File: src/rtl/f_to_d_queue_pkg.sv
// f_to_d_queue_pkg: shared constants for the fetch-to-decode queue
package f_to_d_queue_pkg;
  localparam int XLEN_DEFAULT = 32;
  localparam int VPC_BITS_DEFAULT = 32;
  localparam logic [31:0] NOP = 32'h2000_0000;
endpackage

File: src/rtl/f_to_d_queue_if.sv
// f_to_d_queue_if: fetch-side push and decode-side head signals of the queue
interface f_to_d_queue_if
  import f_to_d_queue_pkg::*;
#(
  parameter int XLEN = XLEN_DEFAULT,
  parameter int VPC_BITS = VPC_BITS_DEFAULT
);
  logic F_valid;
  logic F_ready;
  logic [VPC_BITS-1:0] F_pc;
  logic [XLEN-1:0] F_inst;
  logic F_BP_taken;
  logic [VPC_BITS-1:0] F_BP_target_pc;
  logic D_valid;
  logic [VPC_BITS-1:0] D_pc;
  logic [XLEN-1:0] D_inst;
  logic D_BP_taken;
  logic [VPC_BITS-1:0] D_BP_target_pc;
  modport master(
    output F_valid, F_pc, F_inst, F_BP_taken, F_BP_target_pc,
    input F_ready, D_valid, D_pc, D_inst, D_BP_taken, D_BP_target_pc
  );
  modport slave(
    input F_valid, F_pc, F_inst, F_BP_taken, F_BP_target_pc,
    output F_ready, D_valid, D_pc, D_inst, D_BP_taken, D_BP_target_pc
  );
endinterface

File: src/rtl/fd_queue_mem.sv
// fd_queue_mem: entry storage, one write port and one async read port
module fd_queue_mem #(
  parameter int W = 97,
  parameter int DEPTH = 4,
  localparam int AW = $clog2(DEPTH)
) (
  input  logic          clk,
  input  logic          we,
  input  logic [AW-1:0] waddr,
  input  logic [W-1:0]  wdata,
  input  logic [AW-1:0] raddr,
  output logic [W-1:0]  rdata
);
  logic [W-1:0] mem [DEPTH];
  always_ff @(posedge clk) if (we) mem[waddr] <= wdata;
  assign rdata = mem[raddr];
endmodule

File: src/rtl/f_to_d_queue.sv
// f_to_d_queue: first-word fall-through queue between fetch and decode
module f_to_d_queue
  import f_to_d_queue_pkg::*;
#(
  parameter int XLEN = XLEN_DEFAULT,
  parameter int VPC_BITS = VPC_BITS_DEFAULT,
  parameter int DEPTH = 4,
  localparam int CW = $clog2(DEPTH + 1)
) (
  input  logic           clk,
  input  logic           rst,
  f_to_d_queue_if.slave  q,
  input  logic           stall_D,
  input  logic           MEM_stall,
  input  logic           EX_taken,
  output logic [CW-1:0]  count
);
  localparam int AW = $clog2(DEPTH);
  localparam int W = 2 * VPC_BITS + XLEN + 1;
  logic [AW-1:0] wp, rp;
  logic push, pop;
  logic [W-1:0] rdata;
  logic [VPC_BITS-1:0] h_pc, h_tgt;
  logic [XLEN-1:0] h_inst;
  logic h_taken;
  assign q.F_ready = count < CW'(DEPTH);
  assign q.D_valid = count != '0;
  assign push = q.F_valid & q.F_ready & ~EX_taken;
  assign pop = q.D_valid & ~stall_D & ~MEM_stall & ~EX_taken;
  always_ff @(posedge clk) begin
    if (rst || EX_taken) begin
      wp <= '0;
      rp <= '0;
      count <= '0;
    end else begin
      wp <= wp + AW'(push);
      rp <= rp + AW'(pop);
      count <= count + CW'(push) - CW'(pop);
    end
  end
  fd_queue_mem #(.W(W), .DEPTH(DEPTH)) u_mem (
    .clk(clk),
    .we(push),
    .waddr(wp),
    .wdata({q.F_pc, q.F_inst, q.F_BP_taken, q.F_BP_target_pc}),
    .raddr(rp),
    .rdata(rdata)
  );
  assign {h_pc, h_inst, h_taken, h_tgt} = rdata;
  // storage is undefined while empty, so mask the head to fixed idle values
  assign q.D_pc = q.D_valid ? h_pc : '0;
  assign q.D_inst = q.D_valid ? h_inst : XLEN'(NOP);
  assign q.D_BP_taken = q.D_valid & h_taken;
  assign q.D_BP_target_pc = q.D_valid ? h_tgt : '0;
endmodule

File: src/flat_wrapper.sv
// flat-port wrapper written by rule: the top's interface ports become plain ports
module f_to_d_queue_flat import f_to_d_queue_pkg::*;
#(
  parameter int XLEN = XLEN_DEFAULT,
  parameter int VPC_BITS = VPC_BITS_DEFAULT,
  parameter int DEPTH = 4,
  localparam int CW = $clog2(DEPTH + 1)
)
  (clk, rst, stall_D, MEM_stall, EX_taken, count, q_F_valid, q_F_pc, q_F_inst, q_F_BP_taken, q_F_BP_target_pc, q_F_ready, q_D_valid, q_D_pc, q_D_inst, q_D_BP_taken, q_D_BP_target_pc);
  f_to_d_queue_if #(.XLEN(XLEN), .VPC_BITS(VPC_BITS)) q_i ();
  input  logic clk;
  input  logic rst;
  input  logic stall_D;
  input  logic MEM_stall;
  input  logic EX_taken;
  output logic [CW-1:0] count;
  input wire logic [$bits(q_i.F_valid)-1:0] q_F_valid;
  input wire logic [$bits(q_i.F_pc)-1:0] q_F_pc;
  input wire logic [$bits(q_i.F_inst)-1:0] q_F_inst;
  input wire logic [$bits(q_i.F_BP_taken)-1:0] q_F_BP_taken;
  input wire logic [$bits(q_i.F_BP_target_pc)-1:0] q_F_BP_target_pc;
  output wire logic [$bits(q_i.F_ready)-1:0] q_F_ready;
  output wire logic [$bits(q_i.D_valid)-1:0] q_D_valid;
  output wire logic [$bits(q_i.D_pc)-1:0] q_D_pc;
  output wire logic [$bits(q_i.D_inst)-1:0] q_D_inst;
  output wire logic [$bits(q_i.D_BP_taken)-1:0] q_D_BP_taken;
  output wire logic [$bits(q_i.D_BP_target_pc)-1:0] q_D_BP_target_pc;
  assign q_i.F_valid = q_F_valid;
  assign q_i.F_pc = q_F_pc;
  assign q_i.F_inst = q_F_inst;
  assign q_i.F_BP_taken = q_F_BP_taken;
  assign q_i.F_BP_target_pc = q_F_BP_target_pc;
  assign q_F_ready = q_i.F_ready;
  assign q_D_valid = q_i.D_valid;
  assign q_D_pc = q_i.D_pc;
  assign q_D_inst = q_i.D_inst;
  assign q_D_BP_taken = q_i.D_BP_taken;
  assign q_D_BP_target_pc = q_i.D_BP_target_pc;
  f_to_d_queue #(.XLEN(XLEN), .VPC_BITS(VPC_BITS), .DEPTH(DEPTH)) u_core (.clk(clk), .rst(rst), .q(q_i), .stall_D(stall_D), .MEM_stall(MEM_stall), .EX_taken(EX_taken), .count(count));
endmodule
File: config.mk
export PLATFORM = sky130hd
export DESIGN_NAME = f_to_d_queue_flat
export DESIGN_NICKNAME = d
export VERILOG_FILES = /design/src/rtl/f_to_d_queue_pkg.sv /design/src/rtl/f_to_d_queue_if.sv /design/src/rtl/fd_queue_mem.sv /design/src/rtl/f_to_d_queue.sv /design/src/flat_wrapper.sv
export SDC_FILE = /design/constraint.sdc
export NUM_CORES = 1
export LEC_CHECK = 0
export BUFFER_PORTS_ARGS = -buffer_cell sky130_fd_sc_hd__buf_4
export CORE_AREA = 2 2 177 179
export DETAILED_ROUTE_END_ITERATION = 10
export DIE_AREA = 0 0 179 181
export GPL_TIMING_DRIVEN = 0
export HOLD_SLACK_MARGIN = 0.05
export PLACE_DENSITY = 0.72
export SYNTH_ARGS = -nofsm -noshare
export SYNTH_HDL_FRONTEND = slang
export SYNTH_SLANG_ARGS = --single-unit
File: constraint.sdc
create_clock -name clk -period 12.51 [get_ports clk]
set_clock_uncertainty 0.1 [all_clocks]
set_input_delay 1.251 -clock clk [delete_from_list [all_inputs] [get_ports clk]]
set_output_delay 1.251 -clock clk [all_outputs]
set_load 0.03 [all_outputs]
==> qor.yml, run 1 <==
rows: 64
status: "completed"
clockBufferDepth: 3
async_reset_ff_share_pct: 0
stdcell_area_mm2: 0.0188
final_hold_viol_count: 0
core_mm2: 0.0303
maxCapViolations: 0
crit_required_ns: 11.16
start_util_pct: 49.4
drt_iter0_drc: 373
p_leak_nw: 6.48
gp_congestion: 0.711
synth-seq-cells: 395
worst_pin_slew_ns: 0.992
synth-main-ff-cell: "edfxtp_1"
cts-root-buf: "clkbuf_16"
die_h_um: 181
synth.area.top_cells: "edfxtp_1 78%, mux4_2 15%, and2_1 4.1%"
layout-drive-gt1-share_pct: 43.0
period_minus_slack_ns: 4.14
grt_usage_pct: 18.3
seq_area_mm2: 0.0118
multiInputGateArea_mm2: 0.00301
rsz0062_at_grt: "false"
clk_pin_slew_ns: 0.06
wl_per_cell_um: 21.3
place_area_mm2: 0.0175
wl_mm: 29.0
cts_resized: 0
fp.dieArea_mm2: 0.0324
ant_nets: 0
synth-edff-count: 388
critPathKind: "reg2out"
num-nets-final: 1041
antenna_found_initial: 1
fin_cells: 1362
layout_commonest_cell: "edfxtp_1"
synth.net_count: 758
ys_types: 22
syn_area_per_cell_um2: 23.1
overflow: 0
crit_path_end_kind: "primary output"
clkSinkCount: 395
crit_path_start_kind: "flip-flop"
synth_cells: 650
fmax_mhz: 241
synth_warnings: 0
cp_max_fo: 10
grt_max_degree: 41
slew_violations: 0
yosys.area.top_type: "edfxtp_1"
postCtsHoldBufs: 0
io_buffers: 204
grt_pass1_vias: 7758
grt_pass1_wl_mm: 44.5
min_path_type: "reg2reg"
numCtsBuffers: 42
clkLatencyLatePin_ns: 0.52
yosysSeqAreaShare_pct: 78.6
synth_area_mm2: 0.0150
dp.final_hpwl_mm: 19.6
num-fill-cells: 2129
dr.pass1.iters: 7
viasPerCell: 5.26
die_w_um: 179
io_pins: 205
final_cell_mix: "388 x edfxtp_1, 205 x buf_4, 99 x and2_1"
area_growth_pct: 25.1
arrival_ns: 2.79
setup_viol_count_final: 0
cts_setup_buffers: 0
dp.cells: 1285
relSlewSlack_pct: 33.6
holdWs_ns: 0.512
netlist.area_leader.share_pct: 77.7
cts_tree: "yes"
finalCritPeriodShare_pct: 33.1
powerDensity_mw_per_mm2: 148
vias: 7159
drcViolationCount: 0
htree_levels: 2
peakVddDrop_mv: 0.109
-- Yosys cell counts, types with 2 or more instances --
| cell | count |
|---|---|
| edfxtp_1 | 388 |
| and2_1 | 99 |
| mux4_2 | 97 |
| clkbuf_1 | 16 |
| buf_2 | 10 |
| dfxtp_1 | 7 |
| inv_1 | 6 |
| nor3_1 | 6 |
| ha_1 | 4 |
| buf_8 | 3 |
| nor3b_1 | 2 |
| xnor2_1 | 2 |
-- per-layer routing --
| metal | GRT usage, % | wire [um] | up-vias |
|---|---|---|---|
| met5 | 0 | 0 | - |
| met3 | 5.05 | 2060 | 47 |
| met1 | 23.2 | 11600 | 3674 |
| li1 | - | - | 3236 |
| met2 | 31.0 | 14700 | 202 |
| met4 | 4.94 | 593 | 0 |
-- final timing paths --
check / startpoint / slack, ns / cells past startpoint / to
hold reg to reg: u_core.wp[1]$_SDFF_PP0_ / 0.51 / 2 / u_core.wp[1]$_SDFF_PP0_
setup / recovery: u_core.count[1]$_SDFF_PP0_ / 8.37 / 6 / q_D_pc[11]
setup reg to reg: u_core.count[2]$_SDFF_PP0_ / 9.77 / 5 / u_core.u_mem.mem[2][56]$_DFFE_PP_
hold / removal: u_core.wp[1]$_SDFF_PP0_ / 0.51 / 2 / u_core.wp[1]$_SDFF_PP0_
-- power by group --
part	internal [mW]	switching (mW)
logic	0.0640	0.0773
registers	1.48	0.00456
clock network	0.675	0.475
-- flip-flops by register name, summed over array words and instances, names as in the netlist --
| signal | flops |
|---|---|
| u_core.count | 3 |
| u_core.rp | 2 |
| u_core.wp | 2 |
| u_core.u_mem.mem | 388 |
-- final cells by class --
| class | instances | area share [%] |
|---|---|---|
| Antenna cell | 1 | 0.0133 |
| Multi-Input combinational cell | 217 | 16.0 |
| Clock inverter | 21 | 0.693 |
| Tap cell | 396 | 2.64 |
| Timing Repair Buffer | 239 | 10.4 |
| Clock buffer | 55 | 6.20 |
| Inverter | 6 | 0.120 |
| Sequential cell | 395 | 62.8 |
| Buffer | 32 | 1.03 |
-- cell families (layout without fill, tap and decap cells) --
kind of cell | Yosys count | count (layout) | synth area share [%]
other cells | 0 | 1 | 0
xor+xnor | 3 | 3 | 0.267
simple gates | 112 | 112 | 4.64
fa+ha+maj | 5 | 5 | 0.467
buf+inv | 38 | 353 | 1.44
flops | 395 | 395 | 78.6
mux | 97 | 97 | 14.6
-- critical path: stages, from the launching register on --
cell	delay (ns)
dfxtp_1	0.43
nor3_1	0.11
inv_1	0.39
clkbuf_1	0.47
clkbuf_1	0.44
and2_1	0.25
buf_4	0.18
-- metrics by stage --
| step | power [mW] | setup WS, ns | TNS [ns] | util [%] |
|---|---|---|---|---|
| after detailed placement | 1.65 | 8.66 | 0 | 57.6 |
| final | 2.77 | 8.37 | 0 | 61.8 |
| after global placement | 1.65 | -2.94 | -767.62 | 56.1 |
| after floorplan | 1.57 | 2.87 | 0 | - |
| after global routing | 2.86 | 8.07 | 0 | 61.8 |
| after CTS | 2.80 | 8.11 | 0 | 61.8 |
Note: power is estimated with default switching activity, not from simulation.
==> run 2, diff against run 1 <==
--- a/config.mk
+++ b/config.mk
@@ -11,7 +11,7 @@
 export DIE_AREA = 0 0 179 181
 export GPL_TIMING_DRIVEN = 0
 export HOLD_SLACK_MARGIN = 0.05
-export PLACE_DENSITY = 0.72
+export PLACE_DENSITY = 0.75
 export SYNTH_ARGS = -nofsm -noshare
 export SYNTH_HDL_FRONTEND = slang
 export SYNTH_SLANG_ARGS = --single-unit
==> constraint.sdc (replaced) <==
create_clock -name clk -period 3.4 [get_ports clk]
set_clock_uncertainty 0.1 [all_clocks]
set_input_delay 0.34 -clock clk [delete_from_list [all_inputs] [get_ports clk]]
set_output_delay 0.34 -clock clk [all_outputs]
set_load 0.03 [all_outputs]
==> run 2 against run 1 <==
Net effect: sequential power grew to 3.7 times the previous value; first-iteration DRC count is 2.9% lower; global-route usage is 0.22 points higher; worst hold slack worse by 0.22 ns; sequential share of layout area is 2.8 points lower.
==> qor.yml, run 2 (same netlist as run 1, synthesis figures left out) <==
status: "completed"
slew_violations: 0  # unchanged
maxCapViolations: 0  # unchanged
die_w_um: 179  # unchanged
min_from: "stall_D"
min_path_type: "in2reg"
cts_tree: "yes"
grt_pass1_vias: 8092  # +4.3%
core_mm2: 0.0303  # unchanged
peakVddDrop_mv: 0.427  # +290%
regMostFlops: "u_core.u_mem.mem"
highest_layer: "met4"
layout_commonest_cell: "edfxtp_1"
cts-root-buf: "clkbuf_16"
setup_ws_ns: 0.228  # -8.14 ns
drcViolationCount: 0  # unchanged
crit_required_ns: 2.96  # -8.20 ns
seq_area_mm2: 0.0118  # about the same
fp.dieArea_mm2: 0.0324  # unchanged
drt_iter0_drc: 362  # -2.9%
r2r_start: "u_core.count[1]$_SDFF_PP0_"
grt_pass1_wl_mm: 45.6  # +2.4%
io_buffers: 204  # unchanged
num-nets-final: 1126  # +8.2%
dr.pass1.iters: 4  # -3
m1WireLength_mm: 12.0  # +3.2%
num-fill-cells: 1990  # -6.5%
crit_path_start_kind: "flip-flop"
reg_top3: "u_core.u_mem.mem (388), u_core.count (3)"
final_cell_mix: "388 x edfxtp_1, 205 x buf_4, 100 x dlygate4sd3_1"
dr_wl_met3_mm: 1.70  # -18%
cts_setup_buffers: 0  # unchanged
critPathKind: "reg2out"
dr_wl_met2_mm: 15.5  # +5.4%
dp.final_hpwl_mm: 19.2  # -2.5%
clkLatencyLatePin_ns: 0.50  # -0.02 ns
start_util_pct: 49.4  # unchanged
multiInputGateArea_mm2: 0.00303  # +0.71%
worst_pin_slew_ns: 0.855  # -0.137 ns
fin_util_pct: 64.8  # +3.0 points
crit_path_start: "u_core.count[1]$_SDFF_PP0_"
largest_reg_flops: 388  # unchanged
gp_congestion: 0.711  # about the same
htree_levels: 2  # unchanged
grt_max_degree: 39  # -4.9%
die_h_um: 181  # unchanged
crit_path_end_kind: "primary output"
final_hold_viol_count: 0  # unchanged
cp_max_fo: 10  # unchanged
clk_pin_slew_ns: 0.06  # about the same
io_pins: 205  # unchanged
numCtsBuffers: 40  # -4.8%
total_power_mw: 9.98  # +260%
viasPerCell: 5.22  # -0.77%
finalSetupTns_ns: 0  # unchanged
overflow: 0  # unchanged
clkSinkCount: 395  # unchanged
rsz0062_at_grt: "false"
diodes: 0  # -1
antenna_found_initial: 0  # -1
post-place-ws_ns: 0.629  # -8.03 ns
powerDensity_mw_per_mm2: 507  # +240%
arrival_ns: 2.73  # -0.06 ns
layout-drive-gt1-share_pct: 37.6  # -5.4 points
wl_per_cell_um: 20.6  # -3.1%
rows: 64  # unchanged
relSlewSlack_pct: 42.8  # +9.2 points
period_minus_slack_ns: 3.17
vias: 7495  # +4.7%
grt_usage_pct: 18.5  # +0.22 points
finalCritPeriodShare_pct: 93.3
clockBufferDepth: 3  # unchanged
wl_mm: 29.7  # +2.3%
p_leak_nw: 6.79  # +4.8%
fmax_mhz: 315
area_growth_pct: 31.1
setup_viol_count_final: 0  # unchanged
ant_nets: 0  # unchanged
## run 2: cell types whose count changed in the layout (fill, tap and decap cells not counted), moves of 2 or more
cell	before	now
dlygate4sd3_1	0	100
buf_6	32	1
buf_8	5	15
clkinv_2	9	1
buf_16	1	8
clkbuf_1	26	30
clkbuf_16	45	41
clkinv_1	8	5
nor3b_2	2	0
nor3b_4	0	2
## run 2: worst max-delay path: stages (launching register included)
cell and delay (ns):
dfxtp_1 0.44, nor3_1 0.14, inv_1 0.46, clkbuf_2 0.35
clkbuf_1 0.41, and2_1 0.25, buf_4 0.18
## run 2: cell type report
cell class	count	area share [%]
buffer	32	0.993
clock buffer	56	5.50
clock inverter	9	0.356
inverter	6	0.115
multi-input combinational	217	15.4
sequential	395	60.0
tap	396	2.52
timing repair buffer	326	15.1
## run 2: what timing repair did
item | in CTS | in global routing
endpoints found under the setup margin | 0 | 8
hold endpoints to repair | 392 | 0
hold buffers | 100 | 0
gates resized for setup | 0 | 2
## run 2: path summary, 6_finish.rpt
check | slack (ns) | cells after the start | endpoint
hold / removal | 0.29 | 4 | u_core.rp[0]$_SDFF_PP0_
hold reg to reg | 0.51 | 2 | u_core.rp[0]$_SDFF_PP0_
setup / recovery | 0.23 | 6 | q_D_pc[11]
setup reg to reg | 0.49 | 10 | u_core.count[2]$_SDFF_PP0_
## run 2: power breakdown
group	internal, mW	switching [mW]
Clock	2.28	1.63
Sequential	5.43	0.0175
Combinational	0.313	0.310
Total	8.02	1.96
## run 2: through the flow
step           instance area [um2]  hold slack, ns  instances
6_report                     19700           0.287       1437
4_1_cts                      19700           0.256       1437
2_1_floorplan                15000           0.307        650
5_1_grt                      19700           0.308       1437
3_3_place_gp                 17100           0.440       1250
3_5_place_dp                 17500           0.443       1272
## run 2: routing by layer
layer	global-route usage (%)	vias to the layer above
li1	-	3396
met1	24.1	3847
met2	32.0	215
met3	3.98	37
met4	4.29	0
met5	0	-
